[src/rtl/adder_pkg.sv]
// ---------------------------------------------------------------------------
// adder_pkg -- shared operand/result types for the registered ripple adder
// Rev 1.0
// ---------------------------------------------------------------------------
`default_nettype none

package adder_pkg;
  localparam int ADD_W = 4;

  typedef logic [ADD_W-1:0] operand_t;

  typedef struct packed {
    logic     co;
    operand_t sum;
  } result_t;
endpackage

`default_nettype wire

[src/rtl/inf.sv]
// ---------------------------------------------------------------------------
// inf -- operand/result bundle between producer, adder and consumers
// Rev 1.0
// ---------------------------------------------------------------------------
`default_nettype none

interface inf
  import adder_pkg::*;
#(
  parameter int WIDTH = ADD_W
) (
  input logic clk,
  input logic rst_n
);
  logic             in_valid;
  logic [WIDTH-1:0] a;
  logic [WIDTH-1:0] b;
  logic             cin;
  logic [WIDTH-1:0] sum;
  logic             co;
  logic             out_valid;
  logic             ovf;

  modport dut (
    input  clk, rst_n, in_valid, a, b, cin,
    output sum, co, out_valid, ovf
  );

  modport tb (
    input  clk, rst_n, sum, co, out_valid, ovf,
    output in_valid, a, b, cin
  );
endinterface

`default_nettype wire

[src/rtl/full_adder.sv]
// ---------------------------------------------------------------------------
// full_adder -- single-bit full adder stage of the ripple chain
// Rev 1.0
// ---------------------------------------------------------------------------
`default_nettype none

module full_adder (
  input  logic a,
  input  logic b,
  input  logic ci,
  output logic s,
  output logic co
);
  assign s  = a ^ b ^ ci;
  assign co = (a & b) | (ci & (a ^ b));
endmodule

`default_nettype wire

[src/rtl/adder4_intf.sv]
// ---------------------------------------------------------------------------
// adder4_intf -- registered ripple-carry adder with carry-out and overflow
// Rev 1.0
// ---------------------------------------------------------------------------
`default_nettype none

module adder4_intf
  import adder_pkg::*;
#(
  parameter int WIDTH = ADD_W
) (
  inf.dut bus
);
  logic [WIDTH:0]   carry;
  logic [WIDTH-1:0] sum_comb;

  logic [WIDTH-1:0] sum_d, sum_q;
  logic             co_d, co_q;
  logic             ovf_d, ovf_q;
  logic             out_valid_d, out_valid_q;

  assign carry[0] = bus.cin;

  generate
    for (genvar i = 0; i < WIDTH; i++) begin : g_fa
      full_adder u_fa (
        .a  (bus.a[i]),
        .b  (bus.b[i]),
        .ci (carry[i]),
        .s  (sum_comb[i]),
        .co (carry[i+1])
      );
    end
  endgenerate

  // Result bits hold across idle cycles; only out_valid tracks in_valid every edge.
  always_comb begin
    sum_d       = sum_q;
    co_d        = co_q;
    ovf_d       = ovf_q;
    out_valid_d = bus.in_valid;
    if (bus.in_valid) begin
      sum_d = sum_comb;
      co_d  = carry[WIDTH];
      ovf_d = carry[WIDTH] ^ carry[WIDTH-1];
    end
  end

  always_ff @(posedge bus.clk or negedge bus.rst_n) begin
    if (!bus.rst_n) begin
      sum_q       <= '0;
      co_q        <= 1'b0;
      ovf_q       <= 1'b0;
      out_valid_q <= 1'b0;
    end else begin
      sum_q       <= sum_d;
      co_q        <= co_d;
      ovf_q       <= ovf_d;
      out_valid_q <= out_valid_d;
    end
  end

  assign bus.sum       = sum_q;
  assign bus.co        = co_q;
  assign bus.ovf       = ovf_q;
  assign bus.out_valid = out_valid_q;
endmodule

`default_nettype wire

[src/flat_wrapper.sv]
// flat-port wrapper written by rule: the top's interface ports become plain ports
module adder4_intf_flat import adder_pkg::*;
#(
  parameter int WIDTH = ADD_W
)
  (clk, rst_n, bus_in_valid, bus_a, bus_b, bus_cin, bus_sum, bus_co, bus_out_valid, bus_ovf);
  inf #(.WIDTH(WIDTH)) bus_i (.clk(clk), .rst_n(rst_n));
  input wire logic clk;
  input wire logic rst_n;
  input wire logic [$bits(bus_i.in_valid)-1:0] bus_in_valid;
  input wire logic [$bits(bus_i.a)-1:0] bus_a;
  input wire logic [$bits(bus_i.b)-1:0] bus_b;
  input wire logic [$bits(bus_i.cin)-1:0] bus_cin;
  output wire logic [$bits(bus_i.sum)-1:0] bus_sum;
  output wire logic [$bits(bus_i.co)-1:0] bus_co;
  output wire logic [$bits(bus_i.out_valid)-1:0] bus_out_valid;
  output wire logic [$bits(bus_i.ovf)-1:0] bus_ovf;
  assign bus_i.in_valid = bus_in_valid;
  assign bus_i.a = bus_a;
  assign bus_i.b = bus_b;
  assign bus_i.cin = bus_cin;
  assign bus_sum = bus_i.sum;
  assign bus_co = bus_i.co;
  assign bus_out_valid = bus_i.out_valid;
  assign bus_ovf = bus_i.ovf;
  adder4_intf #(.WIDTH(WIDTH)) u_core (.bus(bus_i));
endmodule
[config.mk]
export PLATFORM = sky130hd
export DESIGN_NAME = adder4_intf_flat
export DESIGN_NICKNAME = d
export VERILOG_FILES = /design/src/rtl/adder_pkg.sv /design/src/rtl/inf.sv /design/src/rtl/full_adder.sv /design/src/rtl/adder4_intf.sv /design/src/flat_wrapper.sv
export SDC_FILE = /design/constraint.sdc
export NUM_CORES = 1
export LEC_CHECK = 0
export ABC_AREA = 1
export CORE_AREA = 5 5 42 44
export DETAILED_ROUTE_END_ITERATION = 6
export DIE_AREA = 0 0 47 49
export SYNTH_ARGS = -nofsm -noshare
export SYNTH_HDL_FRONTEND = slang
export SYNTH_SLANG_ARGS = --single-unit
[constraint.sdc]
create_clock -name clk -period 0.9 [get_ports clk]
set_input_delay 0.18 -clock clk [delete_from_list [all_inputs] [get_ports clk]]
set_output_delay 0.18 -clock clk [all_outputs]
set_load 0.1 [all_outputs]
; ---- Word-level counts from Yosys, hierarchy flattened
; Cells that the tools add are included.
[op_classes]
n_addsub = 0
n_mul = 0
div_mod_pow = 0
order_cmp = 0
n_eq_ne = 0
shift = 0
mux = 0
n_bitwise = 21
reduce_logical = 0
[op_table]
columns = cell, n
row1 = $xor A1 B1 Y1, 9
row2 = $and A1 B1 Y1, 8
row3 = $or A1 B1 Y1, 4
[totals]
ff_bits = 7
latchBits = 0
mem_bits_rw = 0
mem_bits_ro = 0
output_inout_bits = 7
wordCells = 25
n_memories = 0

; ---- Longest topological paths before layout
; Gate-level depths: netlist of run 1.
[depth]
word_depth = 10
ltp_mapped = 11

; ---- Cells and area by module
; From an unflattened synthesis of run 1, not the netlist that was laid out.
[unflattened]
cells_unflattened = 33
area_unflattened_um2 = 344.1
[by_module_without_submodules]
columns = mod, instances, cells_per_inst, area_per_inst_um2, seq_area_each_um2
row1 = adder4_intf, 1, 29, 264.0, 175.2
row2 = full_adder, 4, 1, 20.0, 0.0

; ---- Worst setup path after synthesis of run 1
; OpenSTA, ideal clock, no wires.
[synth_path]
kind = input -> register
start = input port bus_cin
end = register u_core.sum_q[3] (netlist: u_core.bus.sum[3])
arrival_ps = 1828
t_required_ps = 826
setup_slack_ps = -1002
path_stages = 8
cell_sequence = fa_1 inv_1 fa_1 inv_1 fa_1 inv_1 fa_1 o21ai_2
[synth_between]
elab_chain_len = 7
[synth_rtl]
columns = element, line
row1 = from (decl), flat_wrapper.sv:13  ; input wire logic [$bits(bus_i.cin)-1:0] bus_cin;
row2 = $and A1 B1 Y1, full_adder.sv:15  ; assign co = (a & b) | (ci & (a ^ b));
row3 = $or A1 B1 Y1, full_adder.sv:15
row4 = $and A1 B1 Y1, full_adder.sv:15
row5 = $or A1 B1 Y1, full_adder.sv:15
row6 = $and A1 B1 Y1, full_adder.sv:15
row7 = $or A1 B1 Y1, full_adder.sv:15
row8 = $xor A1 B1 Y1, full_adder.sv:14  ; assign s = a ^ b ^ ci;
row9 = to (signal assigned), adder4_intf.sv:56  ; sum_q <= sum_d;
row10 = to (decl), adder4_intf.sv:17  ; logic [WIDTH-1:0] sum_d, sum_q;
; Every way passes these cells.
; A chain may end at the register's enable or synchronous reset.

; ---- Worst setup path in the final report of run 1
; Ends and elaborated chain as after synthesis.

==> flow_metrics.py, run 1 <==
metrics = {
    "power": {
        "ir_drop_uv": 1147,
        "power_mw": 1.430,
        "cellLeakagePower_nw": 0.3372,
        "pwr_density_cell_nw_per_um2": 2027,
    },
    "die": {
        "core.rowCount": 14,
        "die_h_um": 49,
        "ios": 19,
        "dieArea_um2": 2303,
        "die_width_um": 47,
        "initial_core_util_pct": 25.80,
        "core_area_um2": 1401,
    },
    "yosys": {
        "ys_ff_latch": 7,
        "synth_cells": 37,
        "avgSynthCellArea_um2": 9.773,
        "synth_largest_area_cell": "dfrtp_1",
        "synth_top_area_share_pct": 48.44,
        "netlist_area_um2": 361.6,
        "syn-num-nets": 53,
        "ys_seq_area_share_pct": 48.44,
        "yosys_warnings": 0,
        "synth.distinct_cells": 8,
        "synth_area_leaders": "dfrtp_1 (48%), fa_1 (22%), nand2_1 (13%)",
    },
    "global_routing": {
        "grt_pass1_wl_um": 1242,
        "overflow": 0,
        "grt_max_degree": 10,
        "globalRouteTotalUtil_pct": 7.714,
        "antenna_found_initial": 0,
        "first_global_vias": 312,
    },
    "final_layout": {
        "diodes": 0,
        "fin_util_pct": 50.36,
        "final_cell_mix": "nand2_1 (13), buf_12 (7), inv_2 (6), clkdlybuf4s50_1 (6), dfrtp_2 (6)",
        "layout.nets": 80,
        "syn_to_final_growth_pct": 95.16,
        "final_common_cell": "nand2_1",
        "fillers": 145,
        "drive_above_1_share_pct": 57.14,
    },
    "route": {
        "vias_per_cell": 4.127,
        "wl_um": 808,
        "firstDrtPassIters": 3,
        "drt_iter0_drc": 4,
        "wl_per_cell_um": 10.23,
        "postRouteAntennaNets": 0,
        "num_vias": 326,
        "remaining_drc_errors": 0,
    },
    "place": {
        "numPortBuffers": 18,
        "gp_congestion": 0.6371,
        "dp_hpwl_um": 645,
        "place_worst_setup_slack_ns": -1.497,
    },
    "sta": {
        "min_period_ns": 1.740,
        "setup_viol": 12,
        "fin_skew_ns": 0,
        "worst_pin_slew_ns": 0.2894,
        "fin_tns_setup_ns": -3.727,
        "rsz0062_at_grt": "yes",
        "maxSlewViolCount": 0,
        "period_share_pct": 193.4,
        "hold_viol": 0,
        "timing.hold.ws_ns": 0.1829,
        "slew_headroom_pct": 80.65,
        "timing.fmax_mhz": 574.6,
        "fin_ws_ns": -0.8404,
    },
    "critical_path": {
        "cpMostUsedCell": "fa_2",
        "path_buf_inv": 4,
        "crit_path_end_kind": "register",
        "crit_family": "adder cells",
        "r2r-start": "u_core.bus.sum[1]",
        "path_max_fanout": 2,
        "crit_chain": "buf_6, fa_2, inv_2, fa_2, inv_2, fa_2, inv_2, fa_2, o21ai_2",
        "worstRegToRegCells": 2,
        "cp.arrival_ns": 1.91,
        "worstSetupPathType": "input pin to register",
        "critPathLaunchType": "input pin",
        "critical_path.slowest_cell": "fa_2",
        "critical_path_required_ns": 1.07,
        "r2r-end": "u_core.bus.sum[1]",
        "cpPeakStageDelay_ns": 0.43,
        "r2r_slack_ns": 0.23,
    },
    "clock_tree": {
        "cts_num_sinks": 7,
        "hold_buffers": 0,
        "cts-htree-levels": 1,
        "cts_tree": "yes",
        "cts_root_buffer": "clkbuf_4",
        "clk_latency_ns": 0.24,
        "clkTransAtPathRegs_ns": 0.05,
        "clock_path_buffers": 2,
        "cts_buffers": 3,
    },
    "hold_path": {
        "hold_class": "input pin to asynchronous set/reset pin",
    },
    "outcome": {
        "violations": "negative setup slack",
        "status": "finished, violations left",
    },
    "flow_run": {
        "cap_violations": 0,
    },
}
==> what timing repair did <==
| action | CTS | global route |
|---|---|---|
| endpoints found under the setup margin | 13 | 12 |
| buffers inserted | 1 | 2 |
| gates resized for setup | 18 | 3 |
| pin swaps | 9 | 3 |
| endpoints found under the hold margin | 0 | 0 |
==> area by class of cell <==
type | instances | area [um2] | area share [%]
Inverter | 9 | 33.78 | 4.787
Sequential cell | 7 | 182.7 | 25.89
Tap cell | 16 | 20.02 | 2.837
Multi-Input combinational cell | 21 | 170.2 | 24.11
Timing Repair Buffer | 22 | 272.8 | 38.65
Clock buffer | 4 | 26.28 | 3.723
==> per-layer routing <==
metal  vias to the layer above  share of wire [%]  GRT usage (%)
li1                        161                  -              -
met1                       154                 30          8.046
met2                        11                 61          12.44
met3                         0                9.0          3.321
met4                         0                  0          4.147
met5                         -                  0              0
==> cell usage after synthesis <==
cell     instances
nand2_1         13
dfrtp_1          7
fa_1             4
inv_2            1
nand3_1          1
o21ai_2          1
o21ai_1          2
inv_1            8
==> report_power, final <==
part           switching [mW]  leakage, nW  internal (mW)
sequential             0.0514       0.0779          0.369
clock                   0.103       0.0150          0.168
combinational           0.452        0.244          0.287
total                   0.607        0.337          0.824
==> state kept, by name (all words and copies together), names as in the netlist <==
register              count
u_core.bus.sum            4
u_core.bus.co             1
u_core.bus.out_valid      1
u_core.bus.ovf            1
==> cell families after synthesis <==
group,Yosys count,share of synthesized area (%)
buffers and inverters,9,9.342
adder cells (fa/ha/maj),4,22.15
AND/OR/NAND/NOR,14,14.88
flip-flops,7,48.44
AO/OA/AOI/OAI,3,5.191
==> worst max-delay path by stage <==
stage / depth (start not counted) / end / start
after floorplan: 8 / u_core.bus.sum[3] / bus_cin
after global placement: 12 / u_core.bus.ovf / bus_cin
after detailed placement: 12 / u_core.bus.ovf / bus_cin
after CTS: 9 / u_core.bus.sum[3] / bus_cin
after global routing: 9 / u_core.bus.sum[3] / bus_cin
final: 9 / u_core.bus.sum[3] / bus_cin
==> per-stage QoR <==
step                      cells  instance area, um2
after global placement       72               654.4
after detailed placement     72               654.4
after CTS                    77               679.4
after global routing         79               705.7
after floorplan              37               376.6
final                        79               705.7
==> worst reg2reg max path: stages (launching register included) <==
cell and delay [ns]:
dfrtp_2 0.42, nand2_1 0.08, o21ai_2 0.05
No activity file was read; power rests on OpenSTA's default activity.
==> run 2, diff against run 1 <==
--- a/config.mk
+++ b/config.mk
@@ -5,8 +5,9 @@
 export SDC_FILE = /design/constraint.sdc
 export NUM_CORES = 1
 export LEC_CHECK = 0
-export ABC_AREA = 1
+export ABC_CLOCK_PERIOD_IN_PS = 900
 export CORE_AREA = 5 5 42 44
+export CTS_CLUSTER_DIAMETER = 120
 export DETAILED_ROUTE_END_ITERATION = 6
 export DIE_AREA = 0 0 47 49
 export SYNTH_ARGS = -nofsm -noshare
==> run 2 against run 1 <==
The run still ends with negative setup slack left. Worst hold slack lost 0.0056 ns. Critical path depth increased by 1. Sequential power up 7.1%. Routed wire length shrank 0.99%. First-iteration DRC count unchanged. Sequential share of layout area shrank 0.72 points. Worst setup slack worse by 0.0012 ns. Core utilization up 2.1 points. Count of clock-buffer cells in the layout is the same. Synthesized area up 4.5%. Highest routed layer is now met4. Global-route usage grew 1.4 points. Final area grew 4.3%.
==> flow_metrics.py, run 2 <==
metrics = {
    "sta": {
        "maxSlewViolCount": 0,
        "fin_ws_ns": -0.8416,
        "fin_skew_ns": 0,
        "timing.fmax_mhz": 574.2,
        "slew_headroom_pct": 78.81,
        "setup_viol": 12,
        "worst_pin_slew_ns": 0.3168,
        "rsz0062_at_grt": "yes",
        "min_period_ns": 1.742,
        "period_share_pct": 193.5,
        "hold_viol": 0,
    },
    "yosys": {
        "ys_ff_latch": 7,
        "synth_simple_gate_area_share_pct": 1.987,
        "yosys_warnings": 0,
        "synthArstFlopShare_pct": 100.0,
        "synth_compound_area_share_pct": 2.649,
        "synth_cells": 29,
        "synth_area_leaders": "dfrtp_1 (46%), fa_1 (21%), mux2_4 (12%)",
        "syn-num-nets": 45,
        "synthMostInstantiatedCell": "inv_1",
        "synth_edf_count": 0,
        "synthAdderAreaFrac_pct": 21.19,
        "synth_top_area_share_pct": 46.36,
        "synth_flop_cell": "dfrtp_1",
        "netlist_area_um2": 377.9,
        "netlist_top_cells_count": "inv_1 (8), dfrtp_1 (7), fa_1 (4)",
        "synth_xor_area_share_pct": 2.318,
        "synth.distinct_cells": 9,
        "synth_top_family_by_area": "adder cells",
        "muxShareOfSynthArea_pct": 14.57,
        "synth_largest_area_cell": "dfrtp_1",
        "avgSynthCellArea_um2": 13.03,
        "ys_seq_area_share_pct": 46.36,
    },
    "critical_path": {
        "critical_path.slowest_cell": "fa_2",
        "path_max_fanout": 2,
        "crit_path_end_kind": "register",
        "critical_path_required_ns": 1.04,
        "cpPeakStageDelay_ns": 0.37,
        "critPathLaunchType": "input pin",
        "worstSetupPathType": "input pin to register",
        "crit_family": "adder cells",
        "path_buf_inv": 4,
        "cpMostUsedCell": "fa_2",
        "crit_chain": "buf_6, fa_2, inv_2, fa_2, inv_2, fa_2, inv_2, fa_2, xnor2_2, mux2_4",
        "cp.arrival_ns": 1.88,
    },
    "clock_tree": {
        "clock_path_buffers": 2,
        "cts_root_buffer": "clkbuf_4",
        "cts_num_sinks": 7,
        "cts-htree-levels": 1,
        "clkTransAtPathRegs_ns": 0.06,
        "cts_tree": "yes",
        "clk_latency_ns": 0.26,
        "cts_buffers": 3,
    },
    "final_layout": {
        "layout.nets": 72,
        "fillers": 131,
        "instances_no_fill": 71,
        "syn_to_final_growth_pct": 94.70,
        "diodes": 0,
        "largest_reg_flops": 4,
        "postLayoutCellArea_um2": 735.7,
        "final_common_cell": "buf_12",
        "drive_above_1_share_pct": 69.09,
        "final_cell_mix": "buf_12 (7), clkdlybuf4s50_1 (5), buf_4 (5), dfrtp_2 (5)",
    },
    "global_routing": {
        "antenna_found_initial": 0,
        "globalRouteTotalUtil_pct": 9.130,
        "first_global_vias": 348,
        "overflow": 0,
        "grt_pass1_wl_um": 1442,
        "grt_max_degree": 8,
    },
    "route": {
        "wl_per_cell_um": 11.27,
        "drt_iter0_drc": 4,
        "remaining_drc_errors": 0,
        "vias_per_cell": 4.127,
        "postRouteAntennaNets": 0,
        "wl_um": 800,
        "num_vias": 293,
        "firstDrtPassIters": 2,
    },
    "flow_run": {
        "cap_violations": 0,
    },
    "power": {
        "cellLeakagePower_nw": 0.3437,
        "power_mw": 1.664,
        "ir_drop_uv": 912.9,
        "pwr_density_cell_nw_per_um2": 2262,
    },
    "hold_path": {
        "hold_class": "input pin to asynchronous set/reset pin",
    },
    "place": {
        "numPortBuffers": 18,
        "place_worst_setup_slack_ns": -1.517,
        "dp_hpwl_um": 673.6,
        "dp.cells": 65,
        "gp_congestion": 0.7497,
        "dpl_cell_area_um2": 679.4,
    },
    "die": {
        "die_h_um": 49,
        "core.rowCount": 14,
        "initial_core_util_pct": 26.96,
        "die_width_um": 47,
        "core_area_um2": 1401,
        "ios": 19,
        "dieArea_um2": 2303,
    },
    "outcome": {
        "violations": "negative setup slack",
        "status": "finished, violations left",
    },
}
-- run 2: changes by cell type after synthesis, sizes merged, moves of 2 or more --
cell and change:
nand2 -13, mux2 +3, o21ai -3, a21oi +2, nor2 +2
-- run 2: timing repair --
item | CTS | global route
endpoints found under the hold margin | 0 | 0
setup buffers | 2 | 0
pin swaps | 6 | 5
endpoints found under the setup margin | 13 | 12
resized for setup | 23 | 0
hold buffers | 0 | 0
-- run 2: layer usage --
metal	share of wire, %	vias up	global-route usage [%]
li1	-	135	-
met1	37	145	9.382
met2	54	11	14.25
met3	5.8	2	3.321
met4	3.0	0	6.912
met5	0	-	0
-- run 2: worst reg2reg max path, cell delays in order, from the launching register on --
cell     delay [ns]
dfrtp_2        0.41
buf_4          0.14
mux2_4         0.25
-- run 2: final timing paths --
| path | start | to | slack [ns] | depth (start not counted) |
|---|---|---|---|---|
| max in group asynchronous | rst_n | u_core.bus.sum[0] | 0.45 | 1 |
| setup / recovery | bus_b[0] | u_core.bus.ovf | -0.84 | 10 |
| min in group clk | bus_cin | u_core.bus.sum[0] | 0.34 | 3 |
| hold / removal | rst_n | u_core.bus.sum[3] | 0.18 | 1 |
| hold reg to reg | u_core.bus.ovf | u_core.bus.ovf | 0.56 | 1 |
| setup reg to reg | u_core.bus.sum[2] | u_core.bus.sum[2] | -0.02 | 2 |
-- run 2: stage by stage --
step,TNS (ns),util (%),hold WS [ns]
CTS,-4.265,52.50,0.1808
floorplan,-3.844,-,-0.1156
finish,-3.990,52.50,0.1773
detailed placement,-7.042,48.48,0.4619
global placement,-6.860,48.48,0.4632
global route,-4.403,52.50,0.1827
-- run 2: cell families after synthesis --
| group | Yosys count |
|---|---|
| AO/OA/AOI/OAI | 2 |
| XOR/XNOR | 1 |
| adder cells (fa/ha/maj) | 4 |
| buffers and inverters | 9 |
| flip-flops | 7 |
| multiplexers | 4 |
| AND/OR/NAND/NOR | 2 |
-- run 2: layout make-up --
| type | instances | area, um2 | share of cell area (%) |
|---|---|---|---|
| Timing Repair Buffer | 23 | 287.8 | 39.12 |
| Tap cell | 16 | 20.02 | 2.721 |
| Clock buffer | 4 | 26.28 | 3.571 |
| Sequential cell | 7 | 185.2 | 25.17 |
| Multi-Input combinational cell | 13 | 186.4 | 25.34 |
| Inverter | 8 | 30.03 | 4.082 |
-- run 2: where the power goes --
group / internal, mW / switching, mW
Clock: 0.170 / 0.124
Sequential: 0.386 / 0.0640
Combinational: 0.381 / 0.540
